## config.mk

```make
export PLATFORM = sky130hd
export DESIGN_NAME = pong_ball_engine
export DESIGN_NICKNAME = d
export VERILOG_FILES = /design/src/rtl/pong_pkg.sv /design/src/rtl/pong_collide.sv /design/src/rtl/pong_ball_engine.sv
export SDC_FILE = /design/constraint.sdc
export NUM_CORES = 1
export LEC_CHECK = 0
export BUFFER_PORTS_ARGS = -buffer_cell sky130_fd_sc_hd__buf_2
export CAP_MARGIN = 10
export CORE_MARGIN = 1.5
export CORE_UTILIZATION = 55
export DETAILED_ROUTE_END_ITERATION = 8
export GPL_ROUTABILITY_DRIVEN = 0
export PLACE_DENSITY = 0.76
export SYNTH_ARGS = -nofsm -noshare
export SYNTH_HDL_FRONTEND = slang
export SYNTH_SLANG_ARGS = --single-unit
```

## constraint.sdc

```tcl
create_clock -name pixel_clk -period 7.1 [get_ports pixel_clk]
set_clock_uncertainty 0.05 [all_clocks]
set_input_delay 0.71 -clock pixel_clk [delete_from_list [all_inputs] [get_ports pixel_clk]]
set_output_delay 0.71 -clock pixel_clk [all_outputs]
set_load 0.01 [all_outputs]
```

## src/rtl/pong_pkg.sv

```systemverilog
// Shared definitions for the pong ball engine: game states, coordinate,
// velocity and score types, and the screen/paddle geometry that the renderer
// and the edge logic also rely on.
package pong_pkg;

    localparam int SCR_W       = 640;
    localparam int SCR_H       = 480;
    localparam int BALL_SIZE   = 25;
    localparam int PAD_W       = 10;
    localparam int PAD_H       = 150;
    localparam int PAD_L_X     = 40;
    localparam int PAD_R_X     = 600;
    localparam int VEL_INIT    = 4;
    localparam int VEL_MAX     = 8;
    localparam int HOLD_FRAMES = 60;
    localparam int WIN_SCORE   = 9;

    // Ball top-left corner when centred on screen
    localparam int CENTRE_X = (SCR_W - BALL_SIZE) / 2;
    localparam int CENTRE_Y = (SCR_H - BALL_SIZE) / 2;

    typedef enum logic [1:0] {
        ST_SERVE = 2'd0,
        ST_PLAY  = 2'd1,
        ST_HOLD  = 2'd2,
        ST_OVER  = 2'd3
    } state_t;

    typedef logic signed [10:0] coord_t;
    typedef logic signed [4:0]  vel_t;
    typedef logic [3:0]         score_t;
    typedef logic [9:0]         pad_t;

    // Magnitude of a velocity component
    function automatic vel_t vel_abs(input vel_t v);
        return v[4] ? -v : v;
    endfunction

endpackage

```

## src/rtl/pong_collide.sv

```systemverilog
// Combinational next-position/velocity calculator for one frame step:
// wall clamping, paddle reflection and miss (score) detection.
// Optional macro PONG_SPEEDUP_EN: each paddle reflection increases |vx| by
// one, capped at VEL_MAX; without it |vx| is left unchanged by reflections.
module pong_collide
    import pong_pkg::*;
(
    input  coord_t i_x,
    input  coord_t i_y,
    input  vel_t   i_vx,
    input  vel_t   i_vy,
    input  pad_t   i_pad_l_y,
    input  pad_t   i_pad_r_y,
    output coord_t o_nx,
    output coord_t o_ny,
    output vel_t   o_vx,
    output vel_t   o_vy,
    output logic   o_hit,
    output logic   o_score_l,
    output logic   o_score_r
);

    // All geometry compares are done in signed 12-bit arithmetic
    localparam logic signed [11:0] C_BOT      = 12'(SCR_H - BALL_SIZE);
    localparam logic signed [11:0] C_BALL_M1  = 12'(BALL_SIZE - 1);
    localparam logic signed [11:0] C_PADH_M1  = 12'(PAD_H - 1);
    localparam logic signed [11:0] C_PADL_IN  = 12'(PAD_L_X + PAD_W - 1);
    localparam logic signed [11:0] C_PADL_OUT = 12'(PAD_L_X + PAD_W);
    localparam logic signed [11:0] C_PADR_X   = 12'(PAD_R_X);
    localparam logic signed [11:0] C_PADR_OUT = 12'(PAD_R_X - BALL_SIZE);
    localparam logic signed [11:0] C_MISS_L   = 12'(-BALL_SIZE);
    localparam logic signed [11:0] C_MISS_R   = 12'(SCR_W);

    logic signed [11:0] w_x;
    logic signed [11:0] w_y;
    logic signed [11:0] w_nx0;
    logic signed [11:0] w_ny0;
    logic signed [11:0] w_nx;
    logic signed [11:0] w_ny;
    logic signed [11:0] w_pl;
    logic signed [11:0] w_pr;
    vel_t               w_vx_mag;
    vel_t               w_vy_mag;
    vel_t               w_vx_hit_mag;
    logic               w_ovl_l;
    logic               w_ovl_r;
    logic               w_hit_l;
    logic               w_hit_r;

    assign w_x   = {i_x[10], i_x};
    assign w_y   = {i_y[10], i_y};
    assign w_nx0 = w_x + {{7{i_vx[4]}}, i_vx};
    assign w_ny0 = w_y + {{7{i_vy[4]}}, i_vy};
    assign w_pl  = {2'b00, i_pad_l_y};
    assign w_pr  = {2'b00, i_pad_r_y};

    assign w_vx_mag = vel_abs(i_vx);
    assign w_vy_mag = vel_abs(i_vy);

`ifdef PONG_SPEEDUP_EN
    localparam vel_t C_VEL_MAX = 5'(VEL_MAX);
    assign w_vx_hit_mag = (w_vx_mag >= C_VEL_MAX) ? C_VEL_MAX : w_vx_mag + 5'sd1;
`else
    assign w_vx_hit_mag = w_vx_mag;
`endif

    // Vertical step with clamping against the top and bottom walls
    always_comb begin
        w_ny = w_ny0;
        o_vy = i_vy;
        if (w_ny0[11]) begin
            w_ny = '0;
            o_vy = w_vy_mag;
        end else if (w_ny0 > C_BOT) begin
            w_ny = C_BOT;
            o_vy = -w_vy_mag;
        end
    end

    // Paddle overlap uses the already-clamped vertical position
    assign w_ovl_l = (w_ny + C_BALL_M1 >= w_pl) && (w_ny <= w_pl + C_PADH_M1);
    assign w_ovl_r = (w_ny + C_BALL_M1 >= w_pr) && (w_ny <= w_pr + C_PADH_M1);

    // Only a ball crossing the paddle face this step reflects
    assign w_hit_l = i_vx[4] && (w_nx0 <= C_PADL_IN) && (w_x >= C_PADL_OUT) && w_ovl_l;
    assign w_hit_r = !i_vx[4] && (i_vx != '0) && (w_nx0 + C_BALL_M1 >= C_PADR_X)
                     && (w_x + C_BALL_M1 < C_PADR_X) && w_ovl_r;

    // Horizontal step: paddle reflection wins over a miss
    always_comb begin
        w_nx  = w_nx0;
        o_vx  = i_vx;
        o_hit = 1'b0;
        if (w_hit_l) begin
            w_nx  = C_PADL_OUT;
            o_vx  = w_vx_hit_mag;
            o_hit = 1'b1;
        end else if (w_hit_r) begin
            w_nx  = C_PADR_OUT;
            o_vx  = -w_vx_hit_mag;
            o_hit = 1'b1;
        end
    end

    assign o_score_r = (w_nx <= C_MISS_L);
    assign o_score_l = (w_nx >= C_MISS_R);
    assign o_nx      = w_nx[10:0];
    assign o_ny      = w_ny[10:0];

endmodule

```

## src/rtl/pong_ball_engine.sv

```systemverilog
// Pong game-logic stage: advances the ball once per frame tick, reflects it
// off walls and paddles, detects misses and keeps score. Feeds the ball
// position to the pixel renderer. Optional macro PONG_SPEEDUP_EN enables
// paddle-hit speedup inside pong_collide.
//
// tick and serve are single-cycle strobes with no back-pressure: a strobe is
// acted on in the cycle it is high if the current state accepts it, and is
// otherwise dropped. Reset overrides both in every state.
module pong_ball_engine
    import pong_pkg::*;
(
    input  logic               pixel_clk,
    input  logic               reset,
    input  logic               tick,
    input  logic               serve,
    input  logic [9:0]         paddle_L_y,
    input  logic [9:0]         paddle_R_y,
    output logic signed [10:0] ball_x,
    output logic signed [10:0] ball_y,
    output logic [3:0]         score_L,
    output logic [3:0]         score_R,
    output logic               hit,
    output logic               point,
    output logic               game_over,
    output logic [1:0]         state
);

    localparam coord_t     C_CX         = 11'(CENTRE_X);
    localparam coord_t     C_CY         = 11'(CENTRE_Y);
    localparam vel_t       C_VEL_INIT   = 5'(VEL_INIT);
    localparam vel_t       C_VEL_INIT_N = 5'(-VEL_INIT);
    localparam score_t     C_WIN        = 4'(WIN_SCORE);
    localparam logic [5:0] C_HOLD_LAST  = 6'(HOLD_FRAMES - 1);

    state_t     r_state;
    coord_t     r_x;
    coord_t     r_y;
    vel_t       r_vx;
    vel_t       r_vy;
    score_t     r_score_l;
    score_t     r_score_r;
    logic       r_hit;
    logic       r_point;
    logic       r_game_over;
    logic [5:0] r_hold_cnt;

    state_t     w_state_next;
    coord_t     w_x_next;
    coord_t     w_y_next;
    vel_t       w_vx_next;
    vel_t       w_vy_next;
    score_t     w_score_l_next;
    score_t     w_score_r_next;
    logic       w_hit_next;
    logic       w_point_next;
    logic [5:0] w_hold_next;
    score_t     w_sl_inc;
    score_t     w_sr_inc;

    coord_t     w_c_nx;
    coord_t     w_c_ny;
    vel_t       w_c_vx;
    vel_t       w_c_vy;
    logic       w_c_hit;
    logic       w_c_score_l;
    logic       w_c_score_r;

    // Paddle inputs only matter on tick cycles, where the result is used
    pong_collide u_collide (
        .i_x       (r_x),
        .i_y       (r_y),
        .i_vx      (r_vx),
        .i_vy      (r_vy),
        .i_pad_l_y (paddle_L_y),
        .i_pad_r_y (paddle_R_y),
        .o_nx      (w_c_nx),
        .o_ny      (w_c_ny),
        .o_vx      (w_c_vx),
        .o_vy      (w_c_vy),
        .o_hit     (w_c_hit),
        .o_score_l (w_c_score_l),
        .o_score_r (w_c_score_r)
    );

    assign w_sl_inc = (r_score_l >= C_WIN) ? C_WIN : r_score_l + 4'd1;
    assign w_sr_inc = (r_score_r >= C_WIN) ? C_WIN : r_score_r + 4'd1;

    // Next-state and next-register values; everything holds unless acted on
    always_comb begin
        w_state_next   = r_state;
        w_x_next       = r_x;
        w_y_next       = r_y;
        w_vx_next      = r_vx;
        w_vy_next      = r_vy;
        w_score_l_next = r_score_l;
        w_score_r_next = r_score_r;
        w_hit_next     = 1'b0;
        w_point_next   = 1'b0;
        w_hold_next    = r_hold_cnt;
        case (r_state)
            ST_SERVE: begin
                // Serve launches with the stored direction at serve speed
                if (serve) begin
                    w_state_next = ST_PLAY;
                    w_vx_next    = r_vx[4] ? C_VEL_INIT_N : C_VEL_INIT;
                end
            end
            ST_PLAY: begin
                if (tick) begin
                    w_x_next   = w_c_nx;
                    w_y_next   = w_c_ny;
                    w_vx_next  = w_c_vx;
                    w_vy_next  = w_c_vy;
                    w_hit_next = w_c_hit;
                    if (w_c_score_l || w_c_score_r) begin
                        w_point_next = 1'b1;
                        w_x_next     = C_CX;
                        w_y_next     = C_CY;
                        w_vy_next    = C_VEL_INIT;
                        w_hold_next  = '0;
                        w_state_next = ST_HOLD;
                        if (w_c_score_l) begin
                            // Right player lost: next serve heads right
                            w_score_l_next = w_sl_inc;
                            w_vx_next      = C_VEL_INIT;
                            if (w_sl_inc == C_WIN) w_state_next = ST_OVER;
                        end else begin
                            // Left player lost: next serve heads left
                            w_score_r_next = w_sr_inc;
                            w_vx_next      = C_VEL_INIT_N;
                            if (w_sr_inc == C_WIN) w_state_next = ST_OVER;
                        end
                    end
                end
            end
            ST_HOLD: begin
                if (tick) begin
                    if (r_hold_cnt == C_HOLD_LAST) begin
                        w_hold_next  = '0;
                        w_state_next = ST_SERVE;
                    end else begin
                        w_hold_next = r_hold_cnt + 6'd1;
                    end
                end
            end
            ST_OVER: begin
                // Terminal until reset
            end
            default: begin
                w_state_next = ST_SERVE;
            end
        endcase
    end

    // State and datapath registers with synchronous reset
    always_ff @(posedge pixel_clk) begin
        if (reset) begin
            r_state     <= ST_SERVE;
            r_x         <= C_CX;
            r_y         <= C_CY;
            r_vx        <= C_VEL_INIT;
            r_vy        <= C_VEL_INIT;
            r_score_l   <= '0;
            r_score_r   <= '0;
            r_hit       <= 1'b0;
            r_point     <= 1'b0;
            r_game_over <= 1'b0;
            r_hold_cnt  <= '0;
        end else begin
            r_state     <= w_state_next;
            r_x         <= w_x_next;
            r_y         <= w_y_next;
            r_vx        <= w_vx_next;
            r_vy        <= w_vy_next;
            r_score_l   <= w_score_l_next;
            r_score_r   <= w_score_r_next;
            r_hit       <= w_hit_next;
            r_point     <= w_point_next;
            r_game_over <= (w_state_next == ST_OVER);
            r_hold_cnt  <= w_hold_next;
        end
    end

    assign ball_x    = r_x;
    assign ball_y    = r_y;
    assign score_L   = r_score_l;
    assign score_R   = r_score_r;
    assign hit       = r_hit;
    assign point     = r_point;
    assign game_over = r_game_over;
    assign state     = r_state;

endmodule

```

* Word level (Yosys, flattened, before mapping)
Cells that the tools add are included.
** Storage, ports and cells
- Logic and storage cells :: 113
- Register bits after elaboration :: 51
- Output and inout bits :: 35
** Operators by class
- Muxes and demuxes :: 38
- Equal/unequal tests :: 11
- Reductions and logical operators :: 23
- $lt $le $gt $ge :: 13
- Bitwise operators :: 3
- Add/subtract/negate cells :: 14
** Operators by type and width (number)
- $mux 5 :: 12
- $mux 12 :: 3
- $mux 11 :: 3
- $add 11x5->12 :: 2
- $add 12x6->12 const B :: 2
- $ge 12x11->1 :: 2
- $ge 12x11->1 const B :: 2
- $le 12x12->1 :: 2
- $mux 6 :: 4
- $add 10x8->11 const B :: 2
- $neg 5->5 :: 4
- $reduce_and 4->1 :: 4
- $add 11x6->12 const B :: 1
- $gt 12x10->1 const B :: 1
- $le 12x6->1 const B :: 1
- $le 12x7->1 const B :: 1
- $lt 12x11->1 const B :: 1
- $mux 2 :: 6
- $pmux 6 s2 :: 1
- $ge 11x7->1 const B :: 1
- $pmux 5 s2 :: 1
- $logic_and 1x1->1 :: 9
- $add 4x1->4 const B :: 2
- $eq 4x4->1 const B :: 2
- 20 further kinds :: 33

* Depth between registers and ports, before layout
Gate-level depths: netlist (run 1).
- Depth in word-level cells :: 16
- Gate-level depth with buffers :: 24
- Gate-level depth less buffers :: 22

* By module
Synthesis (run 1) repeated with hierarchy kept, for this count alone.
** Second synthesis, totals
- Cell total of the unflattened synthesis :: 737
- Area, all modules :: 5728.0 um2
** Modules (own cells, without submodules)
- pong_collide :: cells each 484, times used 1, area each 3512.1 um2
- pong_ball_engine :: cells each 253, times used 1, area each 2215.9 um2

* Worst setup path before layout (run 1)
Ideal clock, no wire load.
- Kind :: register -> register
- Start point :: register r_vy[4]
- End point :: register r_hold_cnt[5]
- Setup slack :: 1.328 ns
- Path buffers :: 1
- Setup time :: 0.070 ns
- Period minus slack after synthesis :: 5.772 ns
- Arrival :: 5.652 ns
- Cell stages (with the launch flop) :: 24
- Cells stage by stage :: dfxtp_1 > ha_1 > clkbuf_1 > a21o_1 > a22o_1 > o211ai_1 > a21boi_0 > or4_1 > a22o_1 > nor2_1 > and2_1 > nand2_1 > xnor2_1 > ha_1 > a21oi_1 > and3_1 > o21ai_0 > a2111oi_0 > nor4_1 > o311a_1 > a2111oi_4 > a21oi_4 > or4_1 > a21boi_1
** Between the ends
- Word-level cells in the longest chain between the ends :: 14
** RTL lines
- start: declaration :: line pong_ball_engine.sv:39 : vel_t r_vy;
- start signal: assignment :: line pong_ball_engine.sv:174 : r_vy <= w_vy_next;
- $add 11x5->12 * :: line pong_collide.sv:53 : assign w_ny0 = w_y + {{7{i_vy[4]}}, i_vy};
- $gt 12x10->1 :: line pong_collide.sv:74 : end else if (w_ny0 > C_BOT) begin
- $mux 11 :: line pong_collide.sv:74
- $mux 12 * :: line pong_collide.sv:71 : if (w_ny0[11]) begin
- $add 12x6->12 :: line pong_collide.sv:81, pong_collide.sv:82
- $ge 12x11->1 :: line pong_collide.sv:82 : assign w_ovl_r = (w_ny + C_BALL_M1 >= w_pr) && (w_ny <= w_pr + C_PADH_M1);
- $logic_and 1x1->1 :: line pong_collide.sv:82
- $logic_and 1x1->1 :: line pong_collide.sv:87 : && (w_x + C_BALL_M1 < C_PADR_X) && w_ovl_r;
- $mux 12 :: line pong_collide.sv:98 : end else if (w_hit_r) begin
- $mux 12 * :: line pong_collide.sv:94 : if (w_hit_l) begin
- $ge 12x11->1 / $le 12x6->1 (equally long branches) :: line pong_collide.sv:106, pong_collide.sv:105
- $logic_or 1x1->1 * :: line pong_ball_engine.sv:115 : if (w_c_score_l || w_c_score_r) begin
- $ne 2x2->1 (no source line) *
- $reduce_and 4->1 (no source line) *
- end signal: assignment :: line pong_ball_engine.sv:180 : r_hold_cnt <= w_hold_next;
- end: declaration :: line pong_ball_engine.sv:45 : logic [5:0] r_hold_cnt;
Every way passes the cells marked *; elsewhere a longest branch is shown, timed or not.
A chain may end at the register's enable or synchronous reset.

* Final worst setup path (run 1)
- Start point :: register r_vy[4]
- End point :: register r_x[9], in the netlist ball_x[9]
** Between the ends
- Word-level cells in the longest chain between the ends :: 13
** RTL lines
- $add 11x5->12 * :: line pong_collide.sv:53
- $gt 12x10->1 :: line pong_collide.sv:74
- $mux 11 :: line pong_collide.sv:74
- $mux 12 * :: line pong_collide.sv:71
- $add 12x6->12 :: line pong_collide.sv:81, pong_collide.sv:82
- $ge 12x11->1 :: line pong_collide.sv:82
- $logic_and 1x1->1 :: line pong_collide.sv:82
- $logic_and 1x1->1 :: line pong_collide.sv:87
- $mux 12 :: line pong_collide.sv:98
- $mux 12 * :: line pong_collide.sv:94
- $ge 12x11->1 / $le 12x6->1 (equally long branches) :: line pong_collide.sv:106, pong_collide.sv:105
- $logic_or 1x1->1 :: line pong_ball_engine.sv:115
- $mux 11 * :: line pong_ball_engine.sv:115
- end signal: assignment :: line pong_ball_engine.sv:171 : r_x <= w_x_next;
- end: declaration :: line pong_ball_engine.sv:36 : coord_t r_x;
Marked as above.

==> impl_metrics.tcl, run 1 <==
set metrics [dict create \
    critPathCaptureType "flop" \
    finalCriticalPeriod_ns 6.59 \
    syn_area_sq_mm 0.00520 \
    synth-edff-count 0 \
    cp_num_buf_inv 0 \
    crit_slowest_cell "dfxtp_1" \
    path_max_fanout 11 \
    n_antenna_cell 0 \
    post-cts-setup-buffers 0 \
    synth_top_area_share_pct 19.7 \
    post-synth-top-area-cell "ha_1" \
    status "finished, final reports clean" \
    min_path_cells 2 \
    clkSlewWorstSetupHoldPaths_ns 0.10 \
    synth.most_common_cell "ha_1" \
    drive_gt1_share_pct 11.7 \
    powerDensity_mw_per_mm2 117 \
    synth_ff_type "dfxtp_1" \
    slew_headroom_pct 39.6 \
    seq_power_share_pct 43.1 \
    synth-async-reset-ratio_pct 0 \
    final.setup.tns_ns 0 \
    antenna_found_initial 0 \
    p_comb_share_pct 31.1 \
    detail_route.vias_per_cell 6.22 \
    criticalPathCategory "reg -> reg" \
    synth_cells 661 \
    dp.cells 820 \
    vias 5154 \
    grt_pass1_wl_mm 22.8 \
    finalMaxSlewViolations 0 \
    dieWidth_um 100 \
    cts.sinks 49 \
    num-fill-cells 857 \
    ir_drop_uv 114 \
    core-area_sq_mm 0.00920 \
    max_clock_freq_mhz 152 \
    switchingPower_w 0.000229 \
    maxCapViolCount 0 \
    synth_area_leaders "ha_1, dfxtp_1, nor2_1" \
    route.detailed.drc 0 \
    hold_viol_final 0 \
    worstRegToRegCells 22 \
    crit_path_max_incr_delay_ns 0.59 \
    synth-seq-cells 49 \
    cts-buffers-inserted 5 \
    internal-power_w 0.000437 \
    final-setup-viol-count 0 \
    final_net_count 822 \
    critPathRequiredTime_ns 7.31 \
    cts-root-buf "clkbuf_8" \
    p_sw_share_pct 34.4 \
    start_util_pct 56.6 \
    ctsHoldBuffers 0 \
    die_area_sq_mm 0.0101 \
    num_rows 35 \
    dieHeight_um 100 \
    post-route-period-util_pct 92.8 \
    clk_latency_ns 0.31 \
    hold_path.class "reg -> reg" \
    cts_tree "built" \
    clkPwrFrac_pct 25.9 \
    synthTopCellsByCount "ha_1, nor2_1, dfxtp_1, nand2_1, inv_1" \
    grt_usage_pct 27.5 \
    wl_per_cell_um 16.2 \
    wirelength_mm 13.4 \
    arrival_ns 6.80 \
    area_growth_pct 9.35 \
    yosysWarnings 0 \
    firstDrtPassIters 5 \
    grt_pass1_vias 4954 \
    grt_overflow_total 0 \
    post-route-util_pct 61.9 \
    p_leak_nw 2.60 \
    cp.depth 22 \
    cts_resized 0 \
    drtIter0Drc 250 \
    ant_nets 0 \
    hold_ws_ns 0.432 \
    syn_area_per_cell_sq_um 7.87 \
    rsz0062_at_grt "false" \
    pin_count 59 \
    critical_path.top_delay_family "simple AND/OR/NAND/NOR gates" \
    grt_max_degree 40 \
    crit_path_frequent_cell "a22o_1" \
    place.port_buffers 58 \
    worst_pin_slew_ns 0.904 \
    stdcell_count 828 \
    htreeDepth 2 \
    cp-start-kind "flop" \
    place_hpwl_mm 10.7 \
    fin_total_pwr_w 0.000666 \
    ys_seq_area_share_pct 18.8 \
    crit_chain "ha_1, a21o_1, a22o_1, o211ai_1, a21boi_0, or4_1, a22o_1, nor2_1, and2_1, nand2_1, xnor2_1, ha_1, nand4_1, and3_1, o21ai_0, a2111oi_0, or4_1, a211oi_2, a211oi_2, and2_1, nor4_1, a22o_1" \
    ys_types 74 \
    clockBufferDepth 2 \
]
-- worst register-to-register path, cell delays in order (launching register included) --
cell       delay [ns]
dfxtp_1          0.59
ha_1             0.40
a21o_1           0.21
a22o_1           0.26
o211ai_1         0.21
a21boi_0         0.18
or4_1            0.49
a22o_1           0.28
nor2_1           0.18
and2_1           0.27
nand2_1          0.10
xnor2_1          0.18
ha_1             0.37
nand4_1          0.12
and3_1           0.19
o21ai_0          0.07
a2111oi_0        0.14
or4_1            0.56
a211oi_2         0.56
a211oi_2         0.20
and2_1           0.28
nor4_1           0.44
a22o_1           0.21
-- state kept, by name, indices dropped and copies added (netlist names) --
register,cells
ball_x,11
ball_y,11
game_over,1
hit,1
point,1
r_hold_cnt,6
r_vx,4
r_vy,4
score_L,4
score_R,4
state,2
-- final cells by class --
class	count	area [sq um]	share of cell area, %
inverters	40	150	2.64
flip-flops and latches	49	981	17.2
clock buffers	5	68.8	1.21
repair buffers	60	305	5.36
clock inverters	3	22.5	0.396
multi-input cells	560	4030	70.7
well taps	111	139	2.44
-- cells in the final DEF, fill, tap and decap left out, types with 5 or more instances in the layout --
| master | count |
|---|---|
| xor2_1 | 12 |
| o21a_1 | 13 |
| nand2_1 | 49 |
| nor3_1 | 15 |
| a21oi_1 | 38 |
| buf_2 | 58 |
| conb_1 | 6 |
| ha_1 | 82 |
| or3_1 | 6 |
| nand3_1 | 18 |
| a21o_1 | 15 |
| o21ai_0 | 36 |
| o31ai_1 | 7 |
| and3_1 | 7 |
| nand2b_1 | 8 |
| nor2_1 | 70 |
| nor4_1 | 6 |
| a31oi_1 | 5 |
| a211oi_1 | 9 |
| xnor2_1 | 26 |
| o211ai_1 | 9 |
| nand4_1 | 11 |
| a22o_1 | 7 |
| clkbuf_8 | 5 |
| and2_1 | 9 |
| nor2b_1 | 12 |
| a211o_1 | 7 |
| inv_1 | 40 |
| dfxtp_1 | 49 |
-- power groups by stage --
| stage | sequential (W) | clock (W) | combinational (W) |
|---|---|---|---|
| floorplan | 0.000292 | 0 | 0.000153 |
| CTS | 0.000287 | 0.000176 | 0.000204 |
| global route | 0.000288 | 0.000185 | 0.000233 |
| global placement | 0.000293 | 0 | 0.000198 |
| detailed placement | 0.000293 | 0 | 0.000203 |
| finish | 0.000287 | 0.000172 | 0.000207 |
-- kinds of logic (layout without fill, tap and decap cells) --
logic type / after synthesis / count (layout) / synth area share [%]
buffers and inverters: 57 / 108 / 4.28
AO/OA/AOI/OAI: 201 / 201 / 28.3
flip-flops: 49 / 49 / 18.8
multiplexers: 5 / 5 / 0.986
AND/OR/NAND/NOR: 228 / 228 / 21.4
other: 1 / 6 / 0.0720
XOR/XNOR: 38 / 38 / 6.39
adder cells (fa/ha/maj): 82 / 82 / 19.7
-- stage by stage --
stage          setup slack, ns  instance area [sq um]
3_3_place_gp             0.793                   5600
3_5_place_dp             0.533                   5600
6_report                 0.515                   5690
4_1_cts                  0.496                   5690
2_1_floorplan             1.33                   5220
5_1_grt                0.00190                   5690
-- routing by layer --
| layer | up-vias | share of wire, % | GRT usage [%] |
|---|---|---|---|
| met4 | 0 | 1.7 | 6.50 |
| met2 | 166 | 47 | 48.0 |
| met5 | - | 0 | 0 |
| met3 | 22 | 5.4 | 2.92 |
| met1 | 2406 | 46 | 36.5 |
| li1 | 2560 | - | - |
-- worst paths after layout --
path | startpoint | end | slack [ns]
max | r_vy[4] | ball_x[9] | 0.51
min | ball_y[2] | ball_y[2] | 0.43
min reg2reg | ball_y[2] | ball_y[2] | 0.43
max reg2reg | r_vy[4] | ball_x[9] | 0.51
No activity file was read; power rests on OpenSTA's default activity.
==> run 2: changes to the inputs <==
--- a/config.mk
+++ b/config.mk
@@ -8,10 +8,11 @@
 export BUFFER_PORTS_ARGS = -buffer_cell sky130_fd_sc_hd__buf_2
 export CAP_MARGIN = 10
 export CORE_MARGIN = 1.5
-export CORE_UTILIZATION = 55
+export CORE_UTILIZATION = 50
 export DETAILED_ROUTE_END_ITERATION = 8
 export GPL_ROUTABILITY_DRIVEN = 0
-export PLACE_DENSITY = 0.76
+export PLACE_DENSITY = 0.7
+export SETUP_SLACK_MARGIN = 0.4
 export SYNTH_ARGS = -nofsm -noshare
 export SYNTH_HDL_FRONTEND = slang
 export SYNTH_SLANG_ARGS = --single-unit
==> impl_metrics.tcl, run 2 (same netlist as run 1, synthesis figures left out) <==
set metrics [dict create \
    start_util_pct 50.9 \
    firstDrtPassIters 5 \
    cts.sinks 49 \
    grt_max_degree 40 \
    post-route-util_pct 56.3 \
    pin_count 59 \
    cp-start-kind "flop" \
    clkSlewWorstSetupHoldPaths_ns 0.09 \
    wirelength_mm 13.7 \
    grt_overflow_total 0 \
    drtIter0Drc 365 \
    cts-buffers-inserted 5 \
    clk_latency_ns 0.32 \
    crit_chain "ha_1, a21o_1, a22o_1, o211ai_1, a21boi_0, or4_1, a22o_1, nor2_1, and2_1, nand2_1, xnor2_1, ha_1, a21oi_1, and3_1, o21ai_0, a2111oi_2, nor4_1, o311a_1, a2111oi_4, a21oi_4, or4_1, a21boi_1" \
    grt_usage_pct 24.7 \
    clockBufferDepth 2 \
    finalCriticalPeriod_ns 6.29 \
    path_max_fanout 11 \
    detail_route.vias_per_cell 6.02 \
    die_area_sq_mm 0.0110 \
    rsz0062_at_grt "false" \
    antenna_found_initial 0 \
    final_net_count 823 \
    timing.reg2reg.setup_slack_ns 0.81 \
    finalInstanceArea_sq_mm 0.00576 \
    crit-reg2reg-launch "r_vy[4]" \
    route.detailed.drc 0 \
    p_leak_nw 2.61 \
    finalMaxSlewViolations 0 \
    slew_headroom_pct 38.6 \
    max_clock_freq_mhz 159 \
    post-route-period-util_pct 88.6 \
    hold_viol_final 0 \
    critPathRequiredTime_ns 7.30 \
    cp_num_buf_inv 0 \
    grt_pass1_vias 4833 \
    powerDensity_mw_per_mm2 121 \
    final_cell_mix "ha_1, nor2_1, buf_2" \
    timing.rr.end "r_hold_cnt[5]" \
    worst_pin_slew_ns 0.919 \
    place_hpwl_mm 10.7 \
    grt_pass1_wl_mm 22.6 \
    htreeDepth 2 \
    holdPathEnd "ball_y[2]" \
    critPathCaptureType "flop" \
    cts_tree "built" \
    dieHeight_um 105 \
    final.setup.tns_ns 0 \
    wl_per_cell_um 16.1 \
    cts-root-buf "clkbuf_8" \
    worstRegToRegCells 22 \
    vias 5133 \
    num_rows 37 \
    criticalPathCategory "reg -> reg" \
    drive_gt1_share_pct 12.1 \
    ir_drop_uv 155 \
    maxCapViolCount 0 \
    n_antenna_cell 0 \
    hold_path.class "reg -> reg" \
    layout_commonest_cell "ha_1" \
    hp-start "ball_y[2]" \
    placed_area_sq_mm 0.00563 \
    critical_path.top_delay_family "compound AO/OA/AOI/OAI gates" \
    num-fill-cells 983 \
    ant_nets 0 \
    crit_slowest_cell "a2111oi_4" \
    crit_path_max_incr_delay_ns 0.72 \
    core-area_sq_mm 0.0102 \
    min_path_cells 2 \
    status "finished, final reports clean" \
    area_growth_pct 10.7 \
    ctsHoldBuffers 0 \
    arrival_ns 6.49 \
    final-setup-viol-count 0 \
    dieWidth_um 105 \
    place.port_buffers 58 \
]
-- run 2: cell type report --
type                       count  area (sq um)  share of cell area [%]
multi-input combinational    560          4040                    70.1
inverter                      40           150                    2.61
clock buffer                   5          68.8                    1.19
sequential                    49           986                    17.1
timing repair buffer          61           313                    5.43
clock inverter                 2          35.0                   0.608
tap                          136           170                    2.95
-- run 2: worst register-to-register path, stage by stage (launching register included) --
cell and delay [ns]:
dfxtp_4 0.40, ha_1 0.39, a21o_1 0.22, a22o_1 0.26
o211ai_1 0.24, a21boi_0 0.19, or4_1 0.49, a22o_1 0.28
nor2_1 0.17, and2_1 0.27, nand2_1 0.10, xnor2_1 0.24
ha_1 0.31, a21oi_1 0.15, and3_1 0.16, o21ai_0 0.10
a2111oi_2 0.41, nor4_1 0.11, o311a_1 0.18, a2111oi_4 0.72
a21oi_4 0.17, or4_1 0.50, a21boi_1 0.14
-- run 2: stage by stage --
step	setup WS, ns	hold slack [ns]	std cells	power (W)
floorplan	1.33	0.401	666	0.000445
global placement	0.772	0.412	845	0.000491
detailed placement	0.509	0.422	845	0.000496
CTS	0.474	0.436	852	0.000694
global route	0.415	0.454	853	0.000732
finish	0.811	0.429	853	0.000697
-- run 2: layer usage --
metal  track usage (%)  wire length [um]  vias to the layer above
met5                 0                 0                        -
met4              6.85               255                        0
met3              2.68               830                       20
met2              43.4              6550                      158
met1              31.8              6110                     2404
li1                  -                 -                     2551
-- run 2: timing repair --
item	CTS	global route
setup endpoints to repair	0	36
gates resized for setup	0	7
setup buffers	0	1
-- run 2: worst max-delay path by stage --
stage                               end  slack, ns  cells past startpoint  startpoint
after CTS                     ball_y[8]       0.47                     22     r_vy[4]
after detailed placement      ball_y[8]       0.51                     22     r_vy[4]
after global routing      r_hold_cnt[5]       0.42                     22     r_vy[4]
after floorplan           r_hold_cnt[5]       1.33                     23     r_vy[4]
final                     r_hold_cnt[5]       0.81                     22     r_vy[4]
after global placement        ball_y[8]       0.77                     22     r_vy[4]
-- run 2: power breakdown --
group	internal [W]	total, W	leakage [nW]	switching, W
Combinational	0.0000891	0.000210	2.16	0.000121
Sequential	0.000279	0.000287	0.397	0.00000777
Clock	0.000103	0.000200	0.0540	0.0000974
